## config.mk

```make
export PLATFORM = sky130hd
export DESIGN_NAME = count_job_dispatcher
export DESIGN_NICKNAME = d
export VERILOG_FILES = /design/src/rtl/count_job_dispatcher.sv
export SDC_FILE = /design/constraint.sdc
export NUM_CORES = 1
export LEC_CHECK = 0
export CAP_MARGIN = 0
export CORE_MARGIN = 5
export CORE_UTILIZATION = 57
export DETAILED_ROUTE_END_ITERATION = 6
export GPL_ROUTABILITY_DRIVEN = 0
export PLACE_DENSITY = 0.93
export SYNTH_ARGS = -nofsm -noshare
export SYNTH_HDL_FRONTEND = slang
export SYNTH_SLANG_ARGS = --single-unit
```

## constraint.sdc

```tcl
create_clock -name clk -period 2.65 [get_ports clk]
set_input_delay 0.3975 -clock clk [delete_from_list [all_inputs] [get_ports clk]]
set_output_delay 0.3975 -clock clk [all_outputs]
set_load 0.1 [all_outputs]
```

## src/rtl/count_job_dispatcher.sv

```systemverilog
// Count-job dispatcher: buffers {word, sel} jobs in a small FIFO, issues them one at a
// time to a serial bit counter, and collects each tagged result or aborts on timeout.
module count_job_dispatcher #(
    parameter int W     = 8,
    parameter int DEPTH = 4,
    parameter int TMO   = 32
) (
    input  logic         clk,
    input  logic         rst,
    input  logic         job_valid,
    output logic         job_ready,
    input  logic [W-1:0] job_data,
    input  logic [1:0]   job_sel,
    output logic [W-1:0] a_in,
    output logic [1:0]   sel,
    output logic         start,
    input  logic         done,
    input  logic [W-1:0] cntout,
    output logic         res_valid,
    output logic [W-1:0] res_data,
    output logic [1:0]   res_sel,
    output logic         sel_err,
    output logic         tmo_err,
    output logic         busy
);
    localparam int AW = $clog2(DEPTH);
    localparam int TW = $clog2(TMO);

    typedef enum logic [1:0] {S_IDLE, S_ISSUE, S_WAIT} state_t;

    state_t        state_q, state_d;
    logic [AW:0]   wr_ptr_q, wr_ptr_d;
    logic [AW:0]   rd_ptr_q, rd_ptr_d;
    logic [W+1:0]  mem_q [DEPTH];
    logic [TW-1:0] timer_q, timer_d;
    logic [W-1:0]  a_in_q, a_in_d;
    logic [1:0]    sel_q, sel_d;
    logic [W-1:0]  res_data_q, res_data_d;
    logic [1:0]    res_sel_q, res_sel_d;
    logic          res_valid_q, res_valid_d;
    logic          sel_err_q, sel_err_d;
    logic          tmo_err_q, tmo_err_d;

    logic fifo_empty, fifo_full, sel_legal, accept, push, pop;

    // Equal pointers mean empty; equal index with opposite wrap bit means full.
    assign fifo_empty = (wr_ptr_q == rd_ptr_q);
    assign fifo_full  = (wr_ptr_q[AW] != rd_ptr_q[AW]) &&
                        (wr_ptr_q[AW-1:0] == rd_ptr_q[AW-1:0]);

    assign sel_legal = (job_sel == 2'b10) || (job_sel == 2'b01);
    assign accept    = job_valid && !fifo_full;
    assign push      = accept && sel_legal;
    assign pop       = (state_q == S_IDLE) && !fifo_empty;

    // NOTE: every _d signal gets its default before the case so no latch is inferred.
    always_comb begin
        state_d     = state_q;
        wr_ptr_d    = wr_ptr_q;
        rd_ptr_d    = rd_ptr_q;
        timer_d     = timer_q;
        a_in_d      = a_in_q;
        sel_d       = sel_q;
        res_data_d  = res_data_q;
        res_sel_d   = res_sel_q;
        res_valid_d = 1'b0;
        tmo_err_d   = 1'b0;
        sel_err_d   = accept && !sel_legal;

        if (push) begin
            wr_ptr_d = wr_ptr_q + 1'b1;
        end

        case (state_q)
            S_IDLE: begin
                if (pop) begin
                    rd_ptr_d        = rd_ptr_q + 1'b1;
                    {a_in_d, sel_d} = mem_q[rd_ptr_q[AW-1:0]];
                    state_d         = S_ISSUE;
                end
            end
            S_ISSUE: begin
                timer_d = '0;
                state_d = S_WAIT;
            end
            S_WAIT: begin
                timer_d = timer_q + 1'b1;
                if (done) begin
                    res_data_d  = cntout;
                    res_sel_d   = sel_q;
                    res_valid_d = 1'b1;
                    state_d     = S_IDLE;
                end else if (timer_q == TW'(TMO - 1)) begin
                    tmo_err_d = 1'b1;
                    state_d   = S_IDLE;
                end
            end
            default: state_d = S_IDLE;
        endcase
    end

    // NOTE: non-blocking assignments so every flop samples pre-edge values.
    always_ff @(posedge clk) begin
        if (rst) begin
            state_q     <= S_IDLE;
            wr_ptr_q    <= '0;
            rd_ptr_q    <= '0;
            timer_q     <= '0;
            a_in_q      <= '0;
            sel_q       <= '0;
            res_data_q  <= '0;
            res_sel_q   <= '0;
            res_valid_q <= 1'b0;
            sel_err_q   <= 1'b0;
            tmo_err_q   <= 1'b0;
        end else begin
            state_q     <= state_d;
            wr_ptr_q    <= wr_ptr_d;
            rd_ptr_q    <= rd_ptr_d;
            timer_q     <= timer_d;
            a_in_q      <= a_in_d;
            sel_q       <= sel_d;
            res_data_q  <= res_data_d;
            res_sel_q   <= res_sel_d;
            res_valid_q <= res_valid_d;
            sel_err_q   <= sel_err_d;
            tmo_err_q   <= tmo_err_d;
        end
    end

    // NOTE: job storage is not reset; an entry is only read after a push has written it.
    always_ff @(posedge clk) begin
        if (push) begin
            mem_q[wr_ptr_q[AW-1:0]] <= {job_data, job_sel};
        end
    end

    assign job_ready = !fifo_full;
    assign start     = (state_q == S_ISSUE);
    assign busy      = (state_q != S_IDLE) || !fifo_empty;
    assign a_in      = a_in_q;
    assign sel       = sel_q;
    assign res_valid = res_valid_q;
    assign res_data  = res_data_q;
    assign res_sel   = res_sel_q;
    assign sel_err   = sel_err_q;
    assign tmo_err   = tmo_err_q;

endmodule

```

* Yosys cells after proc, flatten, opt, wreduce, memory -nomap -nowiden *
Memories as Yosys holds them, arrays and structs flattened. A register that Yosys moved wholly into a read port is not among the register bits.
Index checks and enable logic that the tools add are counted.

word-level totals
  flip-flop bits (word level) = 26
  RAM bits = 40
  input bits = 22
  output and inout bits = 26
  word-level logic and storage cells = 51
  memories = 1

memory list
  memory  words  bits a word  rd ports  clocked after Yosys merged registers in  wr ports  line  source
  mem_q   4      10           1         1                                        1         34    logic [W+1:0] mem_q [DEPTH];

operators by class
  add/sub/neg operators = 3
  eq/ne operators = 10
  mux-type cells = 9
  bitwise logic cells = 1
  reductions and logical operators = 18

operator list
  operator                                        number
  one-hot mux 5 bit (2 select lines)              1
  adder 3 x 1 -> 3 bit (second input constant)    2
  2-to-1 mux 2 bit                                3
  one-hot mux 2 bit (3 select lines)              1
  AND reduction 2 bit                             3
  adder 5 x 1 -> 5 bit (second input constant)    1
  == test 5 bit (second input constant)           1
  logical AND 1 bit                               5
  == test 2 x 1 -> 1 bit (second input constant)  2
  == test 2 bit (second input constant)           2
  2-to-1 mux 1 bit                                4
  nonzero test 2 bit                              2
  == test 3 bit                                   1
  zero test 1 bit                                 3
  != test 3 bit (second input constant)           1
  OR reduction 3 bit                              1
  == test 2 bit                                   1
  zero test 2 bit                                 1
  logical OR 1 bit                                2
  != test 2 bit (second input constant)           1
  OR reduction 2 bit                              1
  != test 1 bit                                   1
  inverter 1 bit                                  1

* Depth between registers and ports, before layout *
  word-level depth = 7
  depth in mapped cells = 7
  depth with buffers taken out = 6

* Worst setup path before layout *
OpenSTA, ideal clock, no wires.

  path type = reg2out
  start = reg wr_ptr_q[0]
  end = out job_ready
  arrival = 1.418 ns
  data required time = 2.253 ns
  setup slack = 0.835 ns
  cell stages (with the launch flop) = 3
  buffers on the path = 0
  cells stage by stage = dfxtp_1 -> xor2_2 -> or3_1

on the way
  longest elaborated chain between the ends = 3

RTL lines
  what                    line  source
  from (decl)             32    logic [AW:0] wr_ptr_q, wr_ptr_d;
  from (signal assigned)  118   wr_ptr_q <= wr_ptr_d;
  == test 2 bit           49    (wr_ptr_q[AW-1:0] == rd_ptr_q[AW-1:0]);
  logical AND 1 bit       48    assign fifo_full = (wr_ptr_q[AW] != rd_ptr_q[AW]) &&
  zero test 1 bit         138   assign job_ready = !fifo_full;
  to (decl)               11    output logic job_ready,

No other way between the ends.

* Final worst setup path *
  start = in job_sel[0]
  end = mem mem_q[0][8] (netlist bit) (enable)

on the way
  longest elaborated chain between the ends = 5
  elaborated cells on any way between the ends = 6
  those cells by class = 2 x eq/ne; 2 x mux; 2 x reduce/logical

RTL lines
  what                                                     line  source
  from (decl)                                              13    input logic [1:0] job_sel,
  == test 2 bit or == test 2 x 1 -> 1 bit (tied branches)  51    assign sel_legal = (job_sel == 2'b10) || (job_sel == 2'b01);
  logical OR 1 bit (*)                                     51
  logical AND 1 bit (*)                                    53    assign push = accept && sel_legal;
  2-to-1 mux 1 bit (*)                                     133   if (push) begin
  2-to-1 mux 1 bit (not written as such) (*)               134   mem_q[wr_ptr_q[AW-1:0]] <= {job_data, job_sel};
  to (decl)                                                34

Every way passes the cells marked *; elsewhere a longest branch is shown, timed or not.

==> flow_summary.ini <==
[critical_path]
worst-endpoint-required_ns = 2.63
worstPathCellList = clkdlybuf4s50_1 > xor2_1 > o311a_2 > and2_1
crit_family = buffers and inverters
worst_path_max_delay_cell = clkdlybuf4s50_1
crit_type = input port to flop
worst-path-max-fanout = 10
timing.rr.start = wr_ptr_q[0]
timing.reg2reg.worst_path_depth = 3
critPathArrivalTime_ns = 2.07
worst_path_largest_cell_delay_ns = 0.55
setup_crit_start_kind = input port
number_of_buffers_and_inverters_on_the_critical_path = 1
reg_to_reg_setup_timing_slack_ns = 0.72
r2r_end = mem_q[0][8]
nature_of_the_critical_path_endpoint = flop

[clocking]
worst_setup_hold_path_clk_slew_ns = 0.08
htreeDepth = 3
tritoncts = built
tritoncts.num_buffers = 9
insertion_delay_ns = 0.35
cts.repair_timing.setup_buffer_count = 0
clockRootBuffer = clkbuf_8
post_cts_resize_count = 0
cts-root-to-sink-buffers = 2
cts.sinks = 76
ctsHoldBuffers = 0

[synth]
syn_avg_cell_area_um2 = 13.6
synth_sequential_area_ratio = 0.624
yosysWarningCount = 0
postSynthCellCount = 226
synth_nets = 259
yosysTopAreaCell = edfxtp_1
yosysUniqueCellTypes = 34
async_reset_ff_frac = 0
ys_dominant_reg_cell = edfxtp_1
post_synth_edffs = 40
ys_seq_elements = 76
post-synth-top-area-fraction = 0.390
netlist_top_cells_area = edfxtp_1 (39%), dfxtp_1 (23%), mux4_2 (6.6%)
mappedNetlistArea_um2 = 3080

[die]
die_x_um = 83.5
num_rows = 26
ioPinCount = 48
core-area_um2 = 5170
floorplan.initialDensity = 0.595
die_area_um2 = 6970
die_height_um = 83.5

[route]
route.detailed.vias_per_inst = 5.32
antenna_left = 0
detail_route.first_pass.iterations = 5
drcViolationCount = 0
initialDrtViolationCount = 56
dr_wl_cell_um = 16.4
wirelength_um = 5790
num_vias = 1882

[layout]
drive_above_1_share = 0.211
finalNetCount = 312
layout.cells.non_filler = 354
synthToLayoutAreaGrowth_pct = 21.9
diodes = 0
layout.cells.most_common_list = edfxtp_1 (40), dfxtp_1 (36), buf_4 (29)
fill_cells = 349
mostFrequentLayoutCell = edfxtp_1
final_area_um2 = 3750

[sta]
finalSetupViolations = 0
hold_violations = 0
tightestPinTransition_ns = 0.830
max_slew_margin = 0.445
worst_hold_slack_across_all_endpoints_ns = 0.461
timing_max_transition_violations_final = 0
rsz0062_at_grt = no
upper_clock_frequency_limit_mhz = 478
final_min_period_ns = 2.09
setup-tns-final_ns = 0
timing.final.crit_share = 0.789
worst_clock_skew_ns = 0.0103

[placed_design]
inst_count_dp = 338
place.detailed.hpwl_um = 3990
postPlaceCellArea_um2 = 3550
io_buffers = 47

[power_and_ir_drop]
seqPwrFrac = 0.371
pwr_dens_nw_per_um2 = 1020
vdd_drop_max_mv = 0.705
netSwitchingPower_mw = 1.55
clock_network_power_share = 0.225
p_int_mw = 2.29
total_leakage_power_nw = 1.44
power.switching_fraction = 0.402
pwr-share-comb = 0.404

[min_path]
worst_hold_path.num_cells = 2
holdCritStartpoint = res_data[7]
timing.hold.worst_endpoint = res_data[7]
hold_class = flop to flop

[global_route]
globalRouteTotalUtil = 0.175
initial_antenna_violation_count = 0
gr-total-overflow = 0
grt_max_degree = 23
grt_pass1_vias = 1986
grt_first_pass_wirelength_um = 9410

[flow_run]
max_cap_viol_count = 0

[run_status]
outcome = completed
power groups by stage:
stage          clock network, mW  registers, mW  logic (mW)
2_1_floorplan                  0           1.89       0.778
3_3_place_gp                   0           1.44        1.52
3_5_place_dp                   0           1.45        1.56
4_1_cts                    0.884           1.42        1.57
5_1_grt                    0.943           1.43        1.65
6_report                   0.865           1.42        1.55
kinds of logic (layout without fill, tap and decap cells):
group | Yosys count | count (layout) | share of synthesized area
DFF | 76 | 76 | 0.624
and+or+nand+nor | 69 | 69 | 0.106
muxes | 24 | 24 | 0.120
AOI/OAI and AO/OA | 23 | 23 | 0.0463
buffers and inverters | 16 | 74 | 0.0337
adders and majority gates | 11 | 11 | 0.0447
xor gates and xnor gates | 7 | 7 | 0.0248
worst min-delay path, stage by stage (launching register included):
cell	delay, ns
dfxtp_1	0.32
nand2_1	0.05
a21oi_1	0.05
registers in the layout, summed over array words and instances (netlist names), 2 cells and up:
register	cells
mem_q	40
a_in	8
res_data	8
timer_q	5
rd_ptr_q	3
wr_ptr_q	3
res_sel	2
sel	2
state_q	2
area by class of cell:
class / count / area [µm²] / share of cell area
Clock buffer: 9 / 124 / 0.0330
Clock inverter: 7 / 75.1 / 0.0200
Inverter: 6 / 22.5 / 0.00600
Multi-Input combinational cell: 134 / 1050 / 0.281
Sequential cell: 76 / 1920 / 0.512
Tap cell: 70 / 87.6 / 0.0233
Timing Repair Buffer: 52 / 468 / 0.125
worst max path at each step:
stage                      from           to  cells past startpoint
floorplan           wr_ptr_q[0]    job_ready                      2
global placement     job_sel[1]  mem_q[1][2]                      4
detailed placement   job_sel[1]  mem_q[1][2]                      4
CTS                  job_sel[1]  mem_q[1][8]                      4
global route         job_sel[0]  mem_q[1][8]                      4
finish               job_sel[0]  mem_q[0][8]                      4
per-stage QoR:
step	utilization	setup slack (ns)	total power [mW]
floorplan	-	0.835	2.67
global placement	0.687	0.314	2.97
detailed placement	0.687	0.220	3.01
CTS	0.725	0.560	3.87
global route	0.725	0.473	4.03
finish	0.725	0.559	3.84
per-layer routing:
metal  GRT usage  part of all wire
met4      0.0512             0.017
met2       0.308              0.52
met5           0                 0
met3      0.0790             0.071
met1       0.191              0.39
synth_stat cells (2+ instances only):
library cell	number
or3_1	2
o21ai_0	3
nand2b_1	7
nor2_1	19
nor3b_1	2
clkbuf_1	5
nand2_1	24
clkbuf_8	2
a21oi_1	15
dfxtp_1	36
mux4_2	9
nand3_1	3
xor2_2	2
nor3_1	2
and2_1	4
edfxtp_1	40
and3_1	2
xnor2_1	2
xor2_1	3
ha_1	11
a22oi_1	2
inv_1	6
mux2i_1	14
(Power assumes the default switching activity.)
